$ cat src/rtl/ps2_key_rx_if.sv
// Signal bundle between the PS/2 pins, the receiver and the keyboard handler.
// The receiver uses the slave modport; the pin/handler side uses master.
`timescale 1ns/1ps
interface ps2_key_rx_if;
  logic        ps2_clk;
  logic        ps2_data;
  logic [10:0] ps2_key;
  logic [7:0]  rx_byte;
  logic        byte_stb;
  logic        frame_err;

  modport master (
    output ps2_clk, ps2_data,
    input  ps2_key, rx_byte, byte_stb, frame_err
  );

  modport slave (
    input  ps2_clk, ps2_data,
    output ps2_key, rx_byte, byte_stb, frame_err
  );
endinterface

$ cat src/rtl/ps2_key_rx.sv
// PS/2 keyboard receiver: sync, clock filter, 11-bit framing, E0/F0 prefix decode.
// Optional mid-frame watchdog enabled by defining PS2_TIMEOUT_EN.
`timescale 1ns/1ps
module ps2_key_rx #(
  parameter int FILT_LEN    = 8,
  parameter int TIMEOUT_CYC = 96000
) (
  input  logic         clk_sys,
  input  logic         reset_n,
  ps2_key_rx_if.slave  bus
);

  typedef enum logic [1:0] {IDLE, DATA, PARITY, STOP} state_t;

  localparam logic [7:0] FILT_MAX = 8'(FILT_LEN - 1);

  function automatic logic is_status(input logic [7:0] b);
    return (b == 8'hFA) || (b == 8'hAA) || (b == 8'hEE) ||
           (b == 8'hFE) || (b == 8'h00) || (b == 8'hFF);
  endfunction

  logic       clk_sync_p0, clk_sync_p1;
  logic       data_sync_p0, data_sync_p1;
  logic [7:0] filt_cnt;
  logic       clk_filt, clk_filt_d;
  logic       strobe;

  state_t     state, state_nx;
  logic [2:0] bitcnt, bitcnt_nx;
  logic [7:0] shreg;
  logic       par_bit;
  logic       frame_done, frame_ok;
  logic       timeout;
  logic       ext, rel;

  // stage p0/p1: two-flop synchronizers, idle-high after reset
  always_ff @(posedge clk_sys or negedge reset_n) begin
    if (!reset_n) begin
      clk_sync_p0  <= 1'b1;
      clk_sync_p1  <= 1'b1;
      data_sync_p0 <= 1'b1;
      data_sync_p1 <= 1'b1;
    end else begin
      clk_sync_p0  <= bus.ps2_clk;
      clk_sync_p1  <= clk_sync_p0;
      data_sync_p0 <= bus.ps2_data;
      data_sync_p1 <= data_sync_p0;
    end
  end

  // filter stage: the clock must disagree FILT_LEN cycles in a row to flip
  always_ff @(posedge clk_sys or negedge reset_n) begin
    if (!reset_n) begin
      filt_cnt   <= '0;
      clk_filt   <= 1'b1;
      clk_filt_d <= 1'b1;
    end else begin
      clk_filt_d <= clk_filt;
      if (clk_sync_p1 != clk_filt) begin
        if (filt_cnt == FILT_MAX) begin
          clk_filt <= clk_sync_p1;
          filt_cnt <= '0;
        end else begin
          filt_cnt <= filt_cnt + 8'd1;
        end
      end else begin
        filt_cnt <= '0;
      end
    end
  end

  assign strobe = clk_filt_d & ~clk_filt;

`ifdef PS2_TIMEOUT_EN
  localparam int WD_W = ($clog2(TIMEOUT_CYC) > 0) ? $clog2(TIMEOUT_CYC) : 1;
  logic [WD_W-1:0] wd_cnt;

  always_ff @(posedge clk_sys or negedge reset_n) begin
    if (!reset_n)
      wd_cnt <= '0;
    else if (strobe || (state == IDLE) || timeout)
      wd_cnt <= '0;
    else
      wd_cnt <= wd_cnt + 1'b1;
  end

  assign timeout = (state != IDLE) && (wd_cnt == WD_W'(TIMEOUT_CYC - 1));
`else
  assign timeout = 1'b0;
`endif

  always_ff @(posedge clk_sys or negedge reset_n) begin
    if (!reset_n) begin
      state  <= IDLE;
      bitcnt <= '0;
    end else begin
      state  <= state_nx;
      bitcnt <= bitcnt_nx;
    end
  end

  always_comb begin
    state_nx   = state;
    bitcnt_nx  = bitcnt;
    frame_done = 1'b0;
    frame_ok   = 1'b0;
    if (timeout) begin
      state_nx = IDLE;
    end else if (strobe) begin
      case (state)
        IDLE: begin
          if (!data_sync_p1) begin
            state_nx  = DATA;
            bitcnt_nx = '0;
          end
        end
        DATA: begin
          bitcnt_nx = bitcnt + 3'd1;
          if (bitcnt == 3'd7) state_nx = PARITY;
        end
        PARITY: state_nx = STOP;
        STOP: begin
          state_nx   = IDLE;
          frame_done = 1'b1;
          frame_ok   = data_sync_p1 && (^{shreg, par_bit});
        end
        default: state_nx = IDLE;
      endcase
    end
  end

  // datapath capture: LSB-first shifter and parity latch, no reset needed
  always_ff @(posedge clk_sys) begin
    if (strobe && (state == DATA))   shreg   <= {data_sync_p1, shreg[7:1]};
    if (strobe && (state == PARITY)) par_bit <= data_sync_p1;
  end

  // output stage: registered one cycle after the stop-bit strobe
  always_ff @(posedge clk_sys or negedge reset_n) begin
    if (!reset_n) begin
      bus.ps2_key   <= '0;
      bus.rx_byte   <= '0;
      bus.byte_stb  <= 1'b0;
      bus.frame_err <= 1'b0;
      ext           <= 1'b0;
      rel           <= 1'b0;
    end else begin
      bus.byte_stb  <= 1'b0;
      bus.frame_err <= 1'b0;
      if (timeout || (frame_done && !frame_ok)) begin
        bus.frame_err <= 1'b1;
        ext           <= 1'b0;
        rel           <= 1'b0;
      end else if (frame_done) begin
        bus.rx_byte  <= shreg;
        bus.byte_stb <= 1'b1;
        if (shreg == 8'hE0) begin
          ext <= 1'b1;
        end else if (shreg == 8'hF0) begin
          rel <= 1'b1;
        end else if (!is_status(shreg)) begin
          bus.ps2_key <= {~bus.ps2_key[10], ~rel, ext, shreg};
          ext         <= 1'b0;
          rel         <= 1'b0;
        end
      end
    end
  end

endmodule

$ cat src/flat_wrapper.sv
// flat-port wrapper written by rule: the top's interface ports become plain ports
module ps2_key_rx_flat 
#(
  parameter int FILT_LEN    = 8,
  parameter int TIMEOUT_CYC = 96000
)
  (clk_sys, reset_n, bus_ps2_clk, bus_ps2_data, bus_ps2_key, bus_rx_byte, bus_byte_stb, bus_frame_err);
  ps2_key_rx_if bus_i ();
  input  logic clk_sys;
  input  logic reset_n;
  input wire logic [$bits(bus_i.ps2_clk)-1:0] bus_ps2_clk;
  input wire logic [$bits(bus_i.ps2_data)-1:0] bus_ps2_data;
  output wire logic [$bits(bus_i.ps2_key)-1:0] bus_ps2_key;
  output wire logic [$bits(bus_i.rx_byte)-1:0] bus_rx_byte;
  output wire logic [$bits(bus_i.byte_stb)-1:0] bus_byte_stb;
  output wire logic [$bits(bus_i.frame_err)-1:0] bus_frame_err;
  assign bus_i.ps2_clk = bus_ps2_clk;
  assign bus_i.ps2_data = bus_ps2_data;
  assign bus_ps2_key = bus_i.ps2_key;
  assign bus_rx_byte = bus_i.rx_byte;
  assign bus_byte_stb = bus_i.byte_stb;
  assign bus_frame_err = bus_i.frame_err;
  ps2_key_rx #(.FILT_LEN(FILT_LEN), .TIMEOUT_CYC(TIMEOUT_CYC)) u_core (.clk_sys(clk_sys), .reset_n(reset_n), .bus(bus_i));
endmodule
$ cat config.mk
export PLATFORM = sky130hd
export DESIGN_NAME = ps2_key_rx_flat
export DESIGN_NICKNAME = d
export VERILOG_FILES = /design/src/rtl/ps2_key_rx_if.sv /design/src/rtl/ps2_key_rx.sv /design/src/flat_wrapper.sv
export SDC_FILE = /design/constraint.sdc
export NUM_CORES = 1
export LEC_CHECK = 0
export BUFFER_PORTS_ARGS = -buffer_cell sky130_fd_sc_hd__buf_2
export CAP_MARGIN = 30
export CORE_MARGIN = 3
export CORE_UTILIZATION = 40
export CTS_CLUSTER_SIZE = 30
export DETAILED_ROUTE_END_ITERATION = 8
export GPL_TIMING_DRIVEN = 0
export PLACE_DENSITY = 0.65
export RECOVER_POWER = 100
export SLEW_MARGIN = 5
export SYNTH_ARGS = -nofsm -noshare
export SYNTH_HDL_FRONTEND = slang
export SYNTH_SLANG_ARGS = --single-unit
$ cat constraint.sdc
create_clock -name clk_sys -period 3 [get_ports clk_sys]
set_input_delay 0 -clock clk_sys [delete_from_list [all_inputs] [get_ports clk_sys]]
set_output_delay 0 -clock clk_sys [all_outputs]
set_load 0.005 [all_outputs]
* Yosys cells after proc, flatten, opt, wreduce, memory -nomap -nowiden
Cells that the tools add are included.
** Storage, ports and cells
- Register bits :: 51
- Bits of input ports :: 4
- Output and inout port bits :: 21
- Word-level logic and storage cells :: 91
** Cells by class
- Add/sub/neg operators :: 2
- Eq/ne operators :: 19
- Muxes and demuxes :: 23
- Bitwise logic cells :: 8
- Reductions and logical operators :: 22
** Operator list (count)
- 8-bit equality test (second input constant) :: 7
- 1-bit 2-to-1 mux :: 16
- 8-bit 2-to-1 mux :: 2
- 3-bit AND reduction :: 4
- 3-bit by 1-bit inequality test with 1-bit output (second input constant) :: 3
- 9-bit XOR reduction :: 1
- 8-bit by 1-bit adder with 8-bit output (second input constant) :: 1
- 8-bit by 3-bit equality test with 1-bit output (second input constant) :: 1
- 8-bit logical NOT :: 1
- 2-bit one-hot mux with 4 select lines :: 1
- 1-bit inverter :: 7
- 3-bit one-hot mux with 2 select lines :: 1
- 1-bit logical OR :: 5
- 5-bit AND reduction :: 1
- 2-bit equality test (second input constant) :: 2
- 1-bit logical AND :: 4
- 2-bit 2-to-1 mux :: 2
- 2-bit by 1-bit inequality test with 1-bit output (second input constant) :: 2
- 2-bit AND reduction :: 2
- 2-bit nonzero test :: 2
- 3-bit by 1-bit adder with 3-bit output (second input constant) :: 1
- 3-bit equality test (second input constant) :: 1
- 3-bit 2-to-1 mux :: 1
- 2-bit by 1-bit equality test with 1-bit output (second input constant) :: 1
- 5 further kinds :: 5

* Logic depth before layout (Yosys ltp)
Gate-level depths: netlist (run 1).
- Depth in word-level cells :: 11
- Gate-level depth with buffers :: 7
- Gate-level depth less buffers :: 6

* Worst setup path before layout (run 1)
Ideal clock, no wire load.
- Path kind :: flip-flop to flip-flop
- Start point :: reg u_core.shreg[4]
- End point :: reg u_core.bus.ps2_key[1]
- Setup time :: 0.127 ns
- Data arrival time :: 1.970 ns
- Required time :: 2.873 ns
- Path slack :: 0.902 ns
- Cell stages (with the launch flop) :: 8
- Path buffers :: 2
- Clock period less this slack :: 2.098 ns
- Cells stage by stage :: edfxtp_1 -> buf_2 -> xor2_1 -> xnor3_1 -> mux2i_4 -> nand2b_1 -> buf_6 -> mux2_1
** On the way
- Cells in the longest elaborated chain, start to end :: 8
- Elaborated cells on any way between the ends :: 24
- Classes of those cells :: eq/ne (7); mux (2); bitwise (4); reduce/logical (11)
** RTL lines
- start, declared :: line ps2_key_rx.sv:30 : logic [7:0] shreg;
- start signal, assigned :: line ps2_key_rx.sv:134 : if (strobe && (state == DATA)) shreg <= {data_sync_p1, shreg[7:1]};
- 9-bit XOR reduction / 8-bit equality test (equally long branches) :: line ps2_key_rx.sv:125, ps2_key_rx.sv:18
- 1-bit logical AND / 1-bit logical OR (equally long branches) :: line ps2_key_rx.sv:125, ps2_key_rx.sv:18
- 1-bit 2-to-1 mux / 1-bit logical OR (equally long branches) :: line ps2_key_rx.sv:110, ps2_key_rx.sv:18
- 1-bit 2-to-1 mux / 1-bit logical OR (equally long branches) :: line ps2_key_rx.sv:109, ps2_key_rx.sv:18
- 1-bit logical NOT / 1-bit logical OR (equally long branches) :: line ps2_key_rx.sv:150, ps2_key_rx.sv:19
- 1-bit logical AND / 1-bit logical OR (equally long branches) :: line ps2_key_rx.sv:150, ps2_key_rx.sv:19
- 1-bit inverter (no line)
- 5-bit AND reduction (no line) (*)
- end signal, assigned :: line ps2_key_rx.sv:162 : bus.ps2_key <= {~bus.ps2_key[10], ~rel, ext, shreg};
- end, declared :: line ps2_key_rx_if.sv:19 : output ps2_key, rx_byte, byte_stb, frame_err
Every way passes the cells marked *; elsewhere a longest branch is shown, timed or not.
A chain may end at the register's enable or synchronous reset.

* Worst setup path after layout (run 1)
- Start point :: reg u_core.shreg[2]
- End point :: reg u_core.bus.rx_byte[3]
** On the way
- Cells in the longest elaborated chain, start to end :: 8
** RTL lines
- 9-bit XOR reduction :: line ps2_key_rx.sv:125 : frame_ok = data_sync_p1 && (^{shreg, par_bit});
- 1-bit logical AND :: line ps2_key_rx.sv:125
- 1-bit 2-to-1 mux :: line ps2_key_rx.sv:110 : case (state)
- 1-bit 2-to-1 mux :: line ps2_key_rx.sv:109 : end else if (strobe) begin
- 1-bit logical NOT :: line ps2_key_rx.sv:150 : if (timeout || (frame_done && !frame_ok)) begin
- 1-bit logical AND :: line ps2_key_rx.sv:150
- 1-bit inverter (no line)
- 2-bit AND reduction (no line)
- end signal, assigned :: line ps2_key_rx.sv:155 : bus.rx_byte <= shreg;
- end, declared :: line ps2_key_rx_if.sv:19
No other way between the ends.

==> results of run 1 <==
## cells by family after synthesis
group                      Yosys count  share of synthesized area
DFF                                 51                      0.617
AOI/OAI and AO/OA                   13                     0.0436
adders and majority gates            7                     0.0407
muxes                               21                      0.115
and+or+nand+nor                     40                     0.0954
xor gates and xnor gates            13                     0.0663
buffers and inverters               10                     0.0221
## critical path, delay by kind of cell (launching register included)
kind | cells | cell delay [ns]
buffers and inverters | 1 | 0.47
DFF | 1 | 0.53
xor gates and xnor gates | 2 | 0.60
muxes | 2 | 0.78
## cell usage in the layout, fill, tap and decap left out, types with 2 or more instances in the layout
cell type / Yosys / routed
a32o_1: 2 / 2
and2_0: 0 / 2
and3_1: 3 / 3
buf_2: 2 / 19
clkbuf_1: 1 / 10
clkbuf_8: 0 / 5
clkinv_4: 0 / 2
dfrtp_1: 36 / 36
dfstp_1: 0 / 2
dfstp_2: 6 / 4
dlygate4sd3_1: 0 / 3
edfxtp_1: 9 / 9
ha_1: 7 / 7
inv_1: 6 / 6
mux2_1: 12 / 12
mux2_2: 7 / 7
mux2i_1: 1 / 2
nand2_1: 6 / 6
nand2b_1: 2 / 2
nand3_1: 4 / 4
nand4_1: 3 / 3
nor2_1: 10 / 10
nor2b_1: 2 / 2
nor3_1: 4 / 4
o211ai_1: 2 / 2
o21ai_0: 3 / 3
or4_1: 2 / 2
xnor2_1: 6 / 6
xor2_1: 5 / 5
## final cells by class
class / instances / area share
clock inverters: 2 / 0.00711
repair buffers: 28 / 0.0595
multi-input cells: 94 / 0.310
inverters: 6 / 0.00915
well taps: 70 / 0.0356
plain buffers: 4 / 0.00965
flip-flops and latches: 51 / 0.540
clock buffers: 6 / 0.0295
## metrics by stage
step | instance area (um2) | setup WS (ns) | power (uW)
final | 2460 | 0.517 | 1520
after global routing | 2460 | 0.304 | 1620
after CTS | 2480 | 0.707 | 1560
after detailed placement | 2360 | 0.729 | 1170
after global placement | 2360 | 0.749 | 1140
after floorplan | 2150 | 0.902 | 1080
## flip-flops by register name, indices dropped and copies added, names as in the netlist
signal,cells
u_core.par_bit,1
u_core.bus.frame_err,1
u_core.data_sync_p1,1
u_core.clk_filt_d,1
u_core.clk_sync_p1,1
u_core.bus.ps2_key,11
u_core.bus.rx_byte,8
u_core.data_sync_p0,1
u_core.bitcnt,3
u_core.shreg,8
u_core.ext,1
u_core.rel,1
u_core.filt_cnt,8
u_core.clk_filt,1
u_core.bus.byte_stb,1
u_core.state,2
u_core.clk_sync_p0,1
## path summary, 6_finish.rpt
check,endpoint,slack (ns),startpoint
max,u_core.bus.rx_byte[3],0.52,u_core.shreg[2]
min,u_core.bus.ps2_key[4],0.02,reset_n
max reg2reg,u_core.bus.rx_byte[3],0.52,u_core.shreg[2]
min reg2reg,u_core.clk_sync_p1,0.36,u_core.clk_sync_p0
max in group asynchronous,u_core.bitcnt[1],0.82,reset_n
min in group clk_sys,u_core.clk_sync_p0,0.34,bus_ps2_clk
## power by group
group / internal (uW) / switching (uW)
clock: 168 / 217
sequential: 799 / 68.6
combinational: 128 / 145
total: 1090 / 430
## routing by layer
metal	vias up	track usage
met4	0	0.0619
met5	-	0
li1	615	-
met2	24	0.210
met1	648	0.127
met3	7	0.0306
## repair_timing
action,in CTS,in global routing
hold buffers,3,0
endpoints found under the hold margin,38,0
gates resized for setup,0,0
==> results by group, run 1 <==
Clock network
  – Clock slew at reported path FFs: 0.09 ns
  – Root Buffer: clkbuf_8
  – CTS Buffer Depth: 2
  – CTS tree: built
  – # clock sinks: 51
  – Latest clock arrival within the worst-skew pair: 0.30 ns
  – Number of setup buffers added after CTS: 0
  – CTS H-tree lvls: 2
  – Clock buffer count from CTS: 5

Layout
  – Finished Layout Cells: 261
  – Number of diodes: 0
  – Multi-input gate area: 763 um2
  – Fraction of layout cells with a size suffix above 1: 0.199
  – FF+latch area: 1330 um2
  – Fin util: 0.479
  – FILL cells: 483
  – Layout Nets: 201
  – Area delta synth->final: 14.4%

Logic synthesis
  – Synth cell types: 37
  – Yosys reg bits: 51
  – Mapped cell area: 2150 um2
  – Post-synth top area share: 0.419
  – Number of synthesized flops with an enable pin: 9
  – Yosys warns: 0
  – Async SR Flop Fraction: 0.824
  – Register area share after synthesis: 0.617
  – Synth Flop Type: dfrtp_1
  – Ranking of synthesized cells by area: dfrtp_1 42%, edfxtp_1 13%, dfstp_2 7.3%
  – Cell count after synthesis: 155
  – Synth area leader: dfrtp_1
  – Synthesized Nets: 166
  – Count leader, synth: dfrtp_1
  – Mapped Avg Cell Area: 13.9 um2
  – Leading cell types by count after synthesis: 36 x dfrtp_1, 12 x mux2_1, 10 x nor2_1, 9 x edfxtp_1

Timing
  – Final hold slack: 0.0163 ns
  – Measured slew at the worst slew-check pin: 2.05 ns
  – Clock Skew: 0.0112 ns
  – Tmin final: 2.48 ns
  – FMAX: 403 MHz
  – Slew Limit Fails: 41
  – RSZ-0062 raised after global routing: false
  – Final setup violation count: 0
  – Fin crit share: 0.828
  – Final hold vios: 0
  – Slew headroom: -0.368
  – Final setup TNS: 0 ns

Place
  – Count of buffers from port buffering: 24
  – Dpl cells: 249
  – Hpwl dp: 2430 um
  – RD Place Congestion: 0.789

Setup path
  – Crit path largest cell delay: 0.53 ns
  – Arrival @ worst endpoint: 2.68 ns
  – CP cell instances: xor2_1, xnor3_1, mux2i_1, clkbuf_1, mux2_2
  – Worst-path fanout max: 10
  – Worst-case reg-to-reg path depth: 5
  – CP Launch Type: flip-flop
  – CP endpoint kind: flip-flop
  – Worst path required time: 3.20 ns
  – Critical Path Slowest Stage Cell: edfxtp_1
  – CP Class: reg2reg

GRT
  – GRT overflow: 0
  – First-pass GRT wire length: 5710 um
  – Initial antenna violation count: 0
  – Largest net degree at the start of global routing: 43
  – GRT Total Usage: 0.118
  – Vias in the first global route: 1323

Floorplan
  – Full die area: 6300 um2
  – I/O pins: 25
  – Core ar.: 5140 um2
  – Die span in x: 79.4 um
  – Initial Util: 0.419
  – Die Y: 79.4 um
  – # rows: 26

Flow run
  – Maximum Capacitance Violations: 1

Power
  – LEAKAGE: 0.00121 uW
  – Maximum VDD drop: 0.347 mV
  – Pwr Density: 619 nW/um2

Route
  – Detailed Route WL: 3350 um
  – Post-Route M1 WL: 1390 um
  – # DRC: 0
  – Post-DRT Antenna Nets: 0
  – Met2 WL post-DR: 1730 um
  – Initial DRC count: 45
  – Wire per inst: 12.8 um
  – Top Layer Used: met4
  – Via Count: 1294
  – 1st-pass router iterations: 4
  – Met3 wire len: 151 um
  – Vias per cell: 4.96

Status
  – Status: finished with violations
  – Failing checks: max-capacitance violations, max-slew violations

Hold path
  – Worst Hold Class: in2async
(Power assumes the default switching activity.)
==> run 2, diff against run 1 <==
--- a/config.mk
+++ b/config.mk
@@ -12,7 +12,7 @@
 export CTS_CLUSTER_SIZE = 30
 export DETAILED_ROUTE_END_ITERATION = 8
 export GPL_TIMING_DRIVEN = 0
-export PLACE_DENSITY = 0.65
+export PLACE_DENSITY = 0.67
 export RECOVER_POWER = 100
 export SLEW_MARGIN = 5
 export SYNTH_ARGS = -nofsm -noshare
==> constraint.sdc (replaced) <==
create_clock -name clk_sys -period 2.25 [get_ports clk_sys]
set_input_delay 0 -clock clk_sys [delete_from_list [all_inputs] [get_ports clk_sys]]
set_output_delay 0 -clock clk_sys [all_outputs]
set_load 0.005 [all_outputs]
==> results by group, run 2 (synthesized netlist as in run 1, its figures left out) <==
GRT
  – GRT Total Usage: 0.122
  – GRT overflow: 0
  – Initial antenna violation count: 0
  – Largest net degree at the start of global routing: 43
  – Vias in the first global route: 1296
  – First-pass GRT wire length: 5930 um

Route
  – Initial DRC count: 37
  – # DRC: 0
  – Detailed Route WL: 3620 um
  – Via Count: 1309
  – 1st-pass router iterations: 4
  – Post-DRT Antenna Nets: 0
  – Vias per cell: 4.78
  – Wire per inst: 13.2 um

Clock network
  – CTS Buffer Depth: 2
  – # clock sinks: 51
  – Clock buffer count from CTS: 5
  – CTS H-tree lvls: 2
  – Latest clock arrival within the worst-skew pair: 0.31 ns
  – CTS tree: built
  – Clock slew at reported path FFs: 0.10 ns
  – Root Buffer: clkbuf_8

Status
  – Status: finished clean

Floorplan
  – Full die area: 6300 um2
  – # rows: 26
  – I/O pins: 25
  – Core ar.: 5140 um2
  – Initial Util: 0.419
  – Die Y: 79.4 um
  – Die span in x: 79.4 um

Place
  – RD Place Congestion: 0.739
  – Placed Area: 2360 um2
  – Count of buffers from port buffering: 24
  – Hpwl dp: 2360 um

Layout
  – Area delta synth->final: 21.8%
  – Fin util: 0.510
  – Max FFs per register: 11
  – Commonest non-fill, non-tap cell in the layout: dfrtp_1
  – Most frequent cells in the layout: 36 x dfrtp_1, 17 x buf_2, 10 x nor2_1, 10 x buf_4
  – Layout Nets: 214
  – Number of diodes: 0
  – Final Cell Area: 2620 um2
  – Top reg by flops: u_core.bus.ps2_key
  – FF+latch area: 1330 um2
  – Fraction of layout cells with a size suffix above 1: 0.289
  – Multi-input gate area: 800 um2
  – FILL cells: 479

Timing
  – Clock Skew: 0.0156 ns
  – Final setup TNS: 0 ns
  – Measured slew at the worst slew-check pin: 0.770 ns
  – Slew Limit Fails: 0
  – RSZ-0062 raised after global routing: true
  – Final hold slack: 0.265 ns
  – Tmin final: 2.21 ns
  – Final hold vios: 0
  – FMAX: 452 MHz
  – Slew headroom: 0.487
  – Fin crit share: 0.983
  – Final setup violation count: 0

Setup path
  – Arrival @ worst endpoint: 2.40 ns
  – Critical Path Slowest Stage Cell: edfxtp_1
  – Worst-case reg-to-reg path depth: 7
  – Worst-path fanout max: 7
  – CP Launch Type: flip-flop
  – Critical Path Stages: 7
  – FF-to-FF setup slack: 0.04 ns
  – Worst r2r src: u_core.shreg[4]
  – Worst path bufs/invs: 2
  – CP cell instances: buf_6, xor2_1, xnor3_2, mux2i_4, nand2b_4, buf_8, mux2_1
  – Worst path required time: 2.44 ns
  – Worst flop-to-flop path endpoint: u_core.bus.ps2_key[2]
  – Crit path largest cell delay: 0.42 ns
  – Crit path max-delay family: multiplexers
  – CP endpoint kind: flip-flop
  – CP Class: reg2reg

Power
  – Maximum VDD drop: 0.385 mV
  – Pwr Density: 794 nW/um2
  – LEAKAGE: 0.00130 uW

Hold path
  – Worst Hold Class: in2async

Flow run
  – Maximum Capacitance Violations: 0
-- run 2: report_power, final --
part / total [uW] / internal [uW] / switching, uW
sequential: 1150 / 1070 / 80.3
combinational: 417 / 204 / 213
clock: 519 / 219 / 299
-- run 2: timing repair --
action,4_1_cts,5_1_grt
endpoints found under the hold margin,38,0
gates cloned,0,1
gates resized for setup,0,11
setup endpoints to repair,14,14
setup buffers,1,11
hold buffers,3,0
pin swaps,1,1
-- run 2: layout make-up --
cell class,instances,share of cell area
Inverter,6,0.00859
Buffer,4,0.0143
Tap cell,70,0.0334
Sequential cell,51,0.507
Multi-Input combinational cell,94,0.305
Clock buffer,5,0.0263
Timing Repair Buffer,41,0.0983
Clock inverter,3,0.00716
-- run 2: worst max path at each step --
| stage | startpoint | endpoint | slack (ns) |
|---|---|---|---|
| CTS | u_core.shreg[3] | u_core.bus.ps2_key[8] | 0.01 |
| global placement | u_core.shreg[2] | u_core.bus.ps2_key[7] | -0.005 |
| finish | u_core.shreg[4] | u_core.bus.ps2_key[2] | 0.04 |
| global route | u_core.shreg[4] | u_core.bus.ps2_key[2] | -0.06 |
| detailed placement | u_core.shreg[2] | u_core.bus.ps2_key[8] | -0.03 |
| floorplan | u_core.shreg[4] | u_core.bus.ps2_key[1] | 0.15 |
-- run 2: through the flow --
| stage | setup WS, ns | total power (uW) | cells |
|---|---|---|---|
| finish | 0.0390 | 2080 | 274 |
| global route | -0.0560 | 2230 | 274 |
| CTS | 0.0125 | 2090 | 261 |
| detailed placement | -0.0321 | 1550 | 249 |
| global placement | -0.00529 | 1540 | 249 |
| floorplan | 0.152 | 1440 | 155 |
-- run 2: per-layer routing --
| metal | up-vias | wire length, um | GRT usage |
|---|---|---|---|
| li1 | 639 | - | - |
| met1 | 640 | 1620 | 0.144 |
| met2 | 25 | 1790 | 0.209 |
| met3 | 5 | 149 | 0.0374 |
| met4 | 0 | 57 | 0.0464 |
| met5 | - | 0 | 0 |
-- run 2: worst register-to-register path, delay by kind of cell (launching register included) --
family	cells	cell delay (ns)
multiplexers	2	0.63
flip-flops	1	0.42
buffers and inverters	2	0.27
AND/OR/NAND/NOR	1	0.21
XOR/XNOR	2	0.55
